**src/rtl/spi_lcd_pkg.sv**
```systemverilog
// spi_lcd_pkg: shared entry tags, FSM states and FIFO entry width for the LCD SPI feeder
package spi_lcd_pkg;
  localparam int ENTRY_W = 10;
  localparam logic [1:0] TAG_CMD   = 2'b00;
  localparam logic [1:0] TAG_DATA  = 2'b01;
  localparam logic [1:0] TAG_DELAY = 2'b10;
  localparam logic [1:0] TAG_END   = 2'b11;
  typedef enum logic [1:0] {IDLE, XFER, GAP, DELAY} state_t;
endpackage

```
**src/rtl/sync_fifo.sv**
```systemverilog
// sync_fifo: show-ahead synchronous FIFO; a write while full is still taken when a pop frees a slot
module sync_fifo
  import spi_lcd_pkg::*;
#(
  parameter int DEPTH = 16,
  parameter int W = ENTRY_W
) (
  input  logic                     clk,
  input  logic                     rst,
  input  logic                     wr_en,
  input  logic [W-1:0]             wr_data,
  input  logic                     rd_en,
  output logic [W-1:0]             rd_data,
  output logic                     full,
  output logic                     empty,
  output logic [$clog2(DEPTH):0]   level
);
  localparam int AW = $clog2(DEPTH);
  localparam logic [AW:0] FULL_LVL = (AW+1)'(DEPTH);
  logic [W-1:0] mem [DEPTH];
  logic [AW-1:0] wr_ptr_q, wr_ptr_d, rd_ptr_q, rd_ptr_d;
  logic [AW:0] level_q, level_d;
  logic push, pop;
  always_comb begin
    pop = rd_en && level_q != '0;
    push = wr_en && (level_q != FULL_LVL || pop);
    wr_ptr_d = wr_ptr_q + AW'(push);
    rd_ptr_d = rd_ptr_q + AW'(pop);
    level_d = level_q + (AW+1)'(push) - (AW+1)'(pop);
  end
  always_ff @(posedge clk) begin
    if (rst) begin
      wr_ptr_q <= '0;
      rd_ptr_q <= '0;
      level_q <= '0;
    end else begin
      wr_ptr_q <= wr_ptr_d;
      rd_ptr_q <= rd_ptr_d;
      level_q <= level_d;
    end
  end
  always_ff @(posedge clk) if (push) mem[wr_ptr_q] <= wr_data;
  assign rd_data = mem[rd_ptr_q];
  assign full = level_q == FULL_LVL;
  assign empty = level_q == '0;
  assign level = level_q;
endmodule

```
**src/rtl/spi_lcd_feeder.sv**
```systemverilog
// spi_lcd_feeder: drains tagged FIFO entries into the 8-bit SPI core with D/C, delays and CS gaps
module spi_lcd_feeder
  import spi_lcd_pkg::*;
#(
  parameter int FIFO_DEPTH = 16,
  parameter int CS_GAP_CYCLES = 4,
  parameter int DELAY_TICKS = 40000
) (
  input  logic                          clk,
  input  logic                          rst,
  input  logic                          wr_en,
  input  logic [1:0]                    wr_tag,
  input  logic [7:0]                    wr_byte,
  output logic                          full,
  output logic                          empty,
  output logic [$clog2(FIFO_DEPTH):0]   level,
  output logic                          busy,
  output logic                          overflow,
  output logic [7:0]                    spi_data,
  output logic                          spi_cs_n,
  input  logic                          spi_rdy,
  output logic                          dc
);
  localparam logic [23:0] GAP_LOAD = 24'(CS_GAP_CYCLES - 1);
  state_t state_q, state_d;
  logic [23:0] cnt_q, cnt_d;
  logic [7:0] data_q, data_d;
  logic cs_n_q, cs_n_d, dc_q, dc_d, ovf_q, ovf_d, pop, launch;
  logic [ENTRY_W-1:0] head;
  logic [1:0] head_tag;
  logic [7:0] head_byte;
  sync_fifo #(.DEPTH(FIFO_DEPTH), .W(ENTRY_W)) u_fifo (
    .clk(clk), .rst(rst), .wr_en(wr_en), .wr_data({wr_tag, wr_byte}), .rd_en(pop),
    .rd_data(head), .full(full), .empty(empty), .level(level)
  );
  assign head_tag = head[9:8];
  assign head_byte = head[7:0];
  always_comb begin
    state_d = state_q;
    cnt_d = cnt_q;
    cs_n_d = cs_n_q;
    data_d = data_q;
    dc_d = dc_q;
    pop = 1'b0;
    // the last gap cycle doubles as IDLE so the next transfer starts on that same edge
    launch = state_q == IDLE || (state_q == GAP && cnt_q == '0);
    if (launch) begin
      state_d = IDLE;
      pop = !empty;
      if (!empty && head_tag == TAG_DELAY) begin
        cnt_d = 24'(head_byte) * 24'(DELAY_TICKS);
        state_d = DELAY;
      end else if (!empty && !head_tag[1]) begin
        data_d = head_byte;
        dc_d = head_tag[0];
        cs_n_d = 1'b0;
        state_d = XFER;
      end
    end else if (state_q == GAP) begin
      cnt_d = cnt_q - 24'd1;
    end else if (state_q == DELAY) begin
      state_d = cnt_q == '0 ? IDLE : DELAY;
      cnt_d = cnt_q == '0 ? cnt_q : cnt_q - 24'd1;
    end else if (spi_rdy) begin
      if (!empty && !head_tag[1]) begin
        pop = 1'b1;
        data_d = head_byte;
        dc_d = head_tag[0];
      end else begin
        // a queued DELAY stays at the head and is consumed from IDLE after the gap
        pop = !empty && head_tag == TAG_END;
        cs_n_d = 1'b1;
        cnt_d = GAP_LOAD;
        state_d = GAP;
      end
    end
    ovf_d = ovf_q | (wr_en & full & ~pop);
  end
  always_ff @(posedge clk) begin
    if (rst) begin
      state_q <= IDLE;
      cnt_q <= '0;
      cs_n_q <= 1'b1;
      data_q <= '0;
      dc_q <= 1'b0;
      ovf_q <= 1'b0;
    end else begin
      state_q <= state_d;
      cnt_q <= cnt_d;
      cs_n_q <= cs_n_d;
      data_q <= data_d;
      dc_q <= dc_d;
      ovf_q <= ovf_d;
    end
  end
  assign spi_cs_n = cs_n_q;
  assign spi_data = data_q;
  assign dc = dc_q;
  assign overflow = ovf_q;
  assign busy = state_q != IDLE || !empty;
endmodule

```
**config.mk**
```make
export PLATFORM = sky130hd
export DESIGN_NAME = spi_lcd_feeder
export DESIGN_NICKNAME = d
export VERILOG_FILES = /design/src/rtl/spi_lcd_pkg.sv /design/src/rtl/sync_fifo.sv /design/src/rtl/spi_lcd_feeder.sv
export SDC_FILE = /design/constraint.sdc
export NUM_CORES = 1
export LEC_CHECK = 0
export BUFFER_PORTS_ARGS = -buffer_cell sky130_fd_sc_hd__buf_2
export CORE_UTILIZATION = 45
export CTS_CLUSTER_SIZE = 16
export DETAILED_ROUTE_END_ITERATION = 8
export SLEW_MARGIN = 10
export SYNTH_ARGS = -nofsm -noshare
export SYNTH_HDL_FRONTEND = slang
export SYNTH_SLANG_ARGS = --single-unit
```
**constraint.sdc**
```tcl
create_clock -name clk -period 8.15 [get_ports clk]
set_clock_uncertainty 0.05 [all_clocks]
set_input_delay 1.2225 -clock clk [delete_from_list [all_inputs] [get_ports clk]]
set_output_delay 1.2225 -clock clk [all_outputs]
set_load 0.02 [all_outputs]
```
==> out/qor.log <==
INFO  global_routing antenna_found_initial=1
INFO  critical_path  worst_ep_required_time=8450ps
INFO  finish         fillers=1816
INFO  drt            detail_route.wl_per_cell=21.1um
INFO  yosys          synth_common_cells=160 x sky130_fd_sc_hd__edfxtp_1, 56 x sky130_fd_sc_hd__nor2_1, 52 x sky130_fd_sc_hd__ha_1, 50 x sky130_fd_sc_hd__dfxtp_1, 50 x sky130_fd_sc_hd__mux4_2
INFO  placed_design  placed_cells_incl_taps=1009
INFO  finish         final_cell_count_no_fill=1052
INFO  global_routing grt_use_total=20.3%
INFO  yosys          synth-edff-count=160
INFO  yosys          synth.largest_area_cell=sky130_fd_sc_hd__edfxtp_1
INFO  sta            final.setup.tns=0ps
INFO  sta            slew_headroom=34.3%
INFO  sta            maxSlewViolCount=0
INFO  clock_network  cts_tree=built
INFO  yosys          post-synth-top-count-cell=sky130_fd_sc_hd__edfxtp_1
INFO  floorplan      floorplan.initialDensity=45.9%
INFO  clock_network  clock_tree.root_cell=sky130_fd_sc_hd__clkbuf_16
INFO  sta            fin_crit=6210ps
INFO  clock_network  cts_hold_buffers=0
INFO  critical_path  worst_ep_arrival_time=6510ps
INFO  floorplan      dieArea=22800um2
INFO  yosys          synth_top_area_share=48.1%
INFO  yosys          synth.yosys.seq_area_share=58.1%
INFO  critical_path  critPathMaxFanout=20
INFO  finish         layout-area-overhead-vs-synth=12.6%
INFO  critical_path  timing.critical_path.to_type=flip-flop
INFO  yosys          syn_nets=785
INFO  sta            achievable-frequency=161MHz
INFO  clock_network  post_cts.resized_instances=0
INFO  drt            drt-initial-drc-count=449
INFO  sta            max_slew.worst_pin.slew=985ps
INFO  run_status     result_of_the_run=finished, final reports clean
INFO  yosys          synth_async_sr_flop_share=0%
INFO  clock_network  cts_sinks=210
INFO  critical_path  path_cells=buf_4, mux4_2, mux4_2, fa_1, fa_1, ha_1, inv_1, fa_1, inv_1, ha_1, and3_1, a221oi_1, a21oi_1, mux2i_1, a21oi_1, o21bai_1, a31oi_1
INFO  drt            postRouteAntennaNets=0
INFO  critical_path  cpMostUsedCell=sky130_fd_sc_hd__fa_1
INFO  critical_path  critical_path.max_stage_delay=810ps
INFO  placed_design  port_buffers=32
INFO  drt            vias_per_cell=5.76
INFO  sta            grt_setup_unrepaired=false
INFO  drt            first_drt_pass_iteration_count=5
INFO  global_routing number_of_global_route_vias_before_repair=6066
INFO  worst_hold_path hold_path.class=flip-flop to flip-flop
INFO  finish         post_route_cells_drive_above_1_share=20.8%
INFO  yosys          yosys-top-cells-area=sky130_fd_sc_hd__edfxtp_1 48%, sky130_fd_sc_hd__mux4_2 11%, sky130_fd_sc_hd__dfxtp_1 10%, sky130_fd_sc_hd__ha_1 6.5%, sky130_fd_sc_hd__fa_1 2.6%
INFO  floorplan      num_rows=54
INFO  global_routing grt_start_max_net_pins=51
INFO  drt            drc=0
INFO  sta            final_min_period_over_clock_period=76.2%
INFO  yosys          post_synth_inst_count=706
INFO  placed_design  hpwlAfterDp=14500um
INFO  global_routing globalRouteOverflowTotal=0
INFO  yosys          post_synth_num_cell_types=63
INFO  clock_network  cts_inserted_buffers=23
INFO  yosys          syn-cell-area=9980um2
INFO  clock_network  clk_pin_slew=60ps
INFO  yosys          synth.ff_latch_count=210
INFO  run            maxCapViolCount=0
INFO  clock_network  skew_pair_late_insertion_delay=540ps
INFO  clock_network  clk_path_buf_depth=3
INFO  critical_path  worst-setup-path-type=flip-flop to flip-flop
INFO  critical_path  timing.critical_path.slowest_stage_cell=sky130_fd_sc_hd__dfxtp_2
INFO  sta            hold_viol=0
INFO  floorplan      core_area=21800um2
INFO  sta            setup_viol=0
INFO  yosys          post_synth.cell_area_avg=14.1um2
INFO  floorplan      die_x=151um
INFO  placed_design  globalplace.congestion=0.873
INFO  clock_network  h-tree-depth=1
INFO  clock_network  cts.repair_timing.setup_buffer_count=0
INFO  yosys          postSynth.topFlopCell=sky130_fd_sc_hd__edfxtp_1
INFO  floorplan      io-pin-count=33
INFO  finish         finalNetCount=833
INFO  floorplan      floorplan.die.height=151um
INFO  drt            detail_route.wirelength=22200um
INFO  global_routing grt_first_pass_wirelength=34500um
INFO  drt            dr_total_vias=6055
INFO  yosys          yosys_warnings=0
INFO  critical_path  critPathLaunchType=flip-flop
## state kept, by name, indices dropped and copies added (netlist names)
name / flops
cnt_q: 24
dc: 1
overflow: 1
spi_cs_n: 1
spi_data: 8
state_q: 2
u_fifo.level: 5
u_fifo.mem: 160
u_fifo.rd_ptr_q: 4
u_fifo.wr_ptr_q: 4
## layout make-up
type	count	area, um2	area share, %
repair buffers	55	333	2.96
clock buffers	25	583	5.19
flip-flops and latches	210	5810	51.7
diodes	1	2.50	0.0223
clock inverters	17	129	1.15
multi-input cells	423	3880	34.5
well taps	280	350	3.12
inverters	41	154	1.37
## kinds of logic after synthesis
logic type                 share of synthesized area (%)
and+or+nand+nor                                     8.07
adders and majority gates                           9.12
muxes                                               12.7
AOI/OAI and AO/OA                                   7.48
buffers and inverters                               3.10
DFF                                                 58.1
xor gates and xnor gates                            1.40
## worst max-delay path: cells and delay by family, from the launching register on
kind	cells	cell delay, ps
adders and majority gates	5	2200
buffers and inverters	3	500
muxes	3	1290
and+or+nand+nor	1	200
DFF	1	810
AOI/OAI and AO/OA	5	930
## metal layers
metal / vias up / wire length, um / global-route usage [%]
met4: 0 / 540 / 5.80
li1: 2780 / - / -
met2: 144 / 11100 / 34.4
met3: 44 / 890 / 3.28
met5: - / 0 / 0
met1: 3087 / 9670 / 26.9
## layout by cell type (no fill, tap or decap), drive strengths merged, types with 3 or more instances in the layout
| cell | netlist | layout |
|---|---|---|
| nand2b | 7 | 7 |
| mux4 | 50 | 50 |
| clkinvlp | 0 | 3 |
| or2 | 7 | 7 |
| a22oi | 4 | 4 |
| buf | 17 | 55 |
| clkinv | 0 | 12 |
| nor4 | 3 | 3 |
| nor2 | 56 | 56 |
| nor3 | 23 | 23 |
| nor3b | 3 | 3 |
| o22ai | 6 | 6 |
| nor2b | 7 | 7 |
| inv | 41 | 42 |
| edfxtp | 160 | 160 |
| fa | 13 | 13 |
| o21ai | 29 | 29 |
| xor2 | 8 | 8 |
| or3 | 5 | 5 |
| nor4b | 3 | 3 |
| a21o | 4 | 4 |
| a21oi | 42 | 42 |
| o32ai | 3 | 3 |
| clkbuf | 15 | 25 |
| ha | 52 | 52 |
| nand2 | 32 | 32 |
| nand3 | 8 | 8 |
| xnor2 | 8 | 8 |
| mux2i | 14 | 14 |
| dfxtp | 50 | 50 |
| o31a | 4 | 4 |
## worst paths after layout
kind / from / to / slack, ps / cells past startpoint
worst min register to register: overflow / overflow / 420 / 2
worst max-delay path: u_fifo.rd_ptr_q[0] / cnt_q[22] / 1940 / 17
worst max register to register: u_fifo.rd_ptr_q[0] / cnt_q[22] / 1940 / 17
worst min-delay path: overflow / overflow / 420 / 2
## through the flow
stage	area, um2	setup WS [ps]	hold WS [ps]	utilization, %
after floorplan	9980	2280	395	-
after global placement	10500	2070	395	48.4
after detailed placement	10500	1980	413	48.4
after CTS	11200	1930	421	51.7
after global routing	11200	1620	456	51.7
final	11200	1940	422	51.7
Power is not shown: default switching activity piles up to over one toggle a cycle in this logic, so the estimate is an artifact.
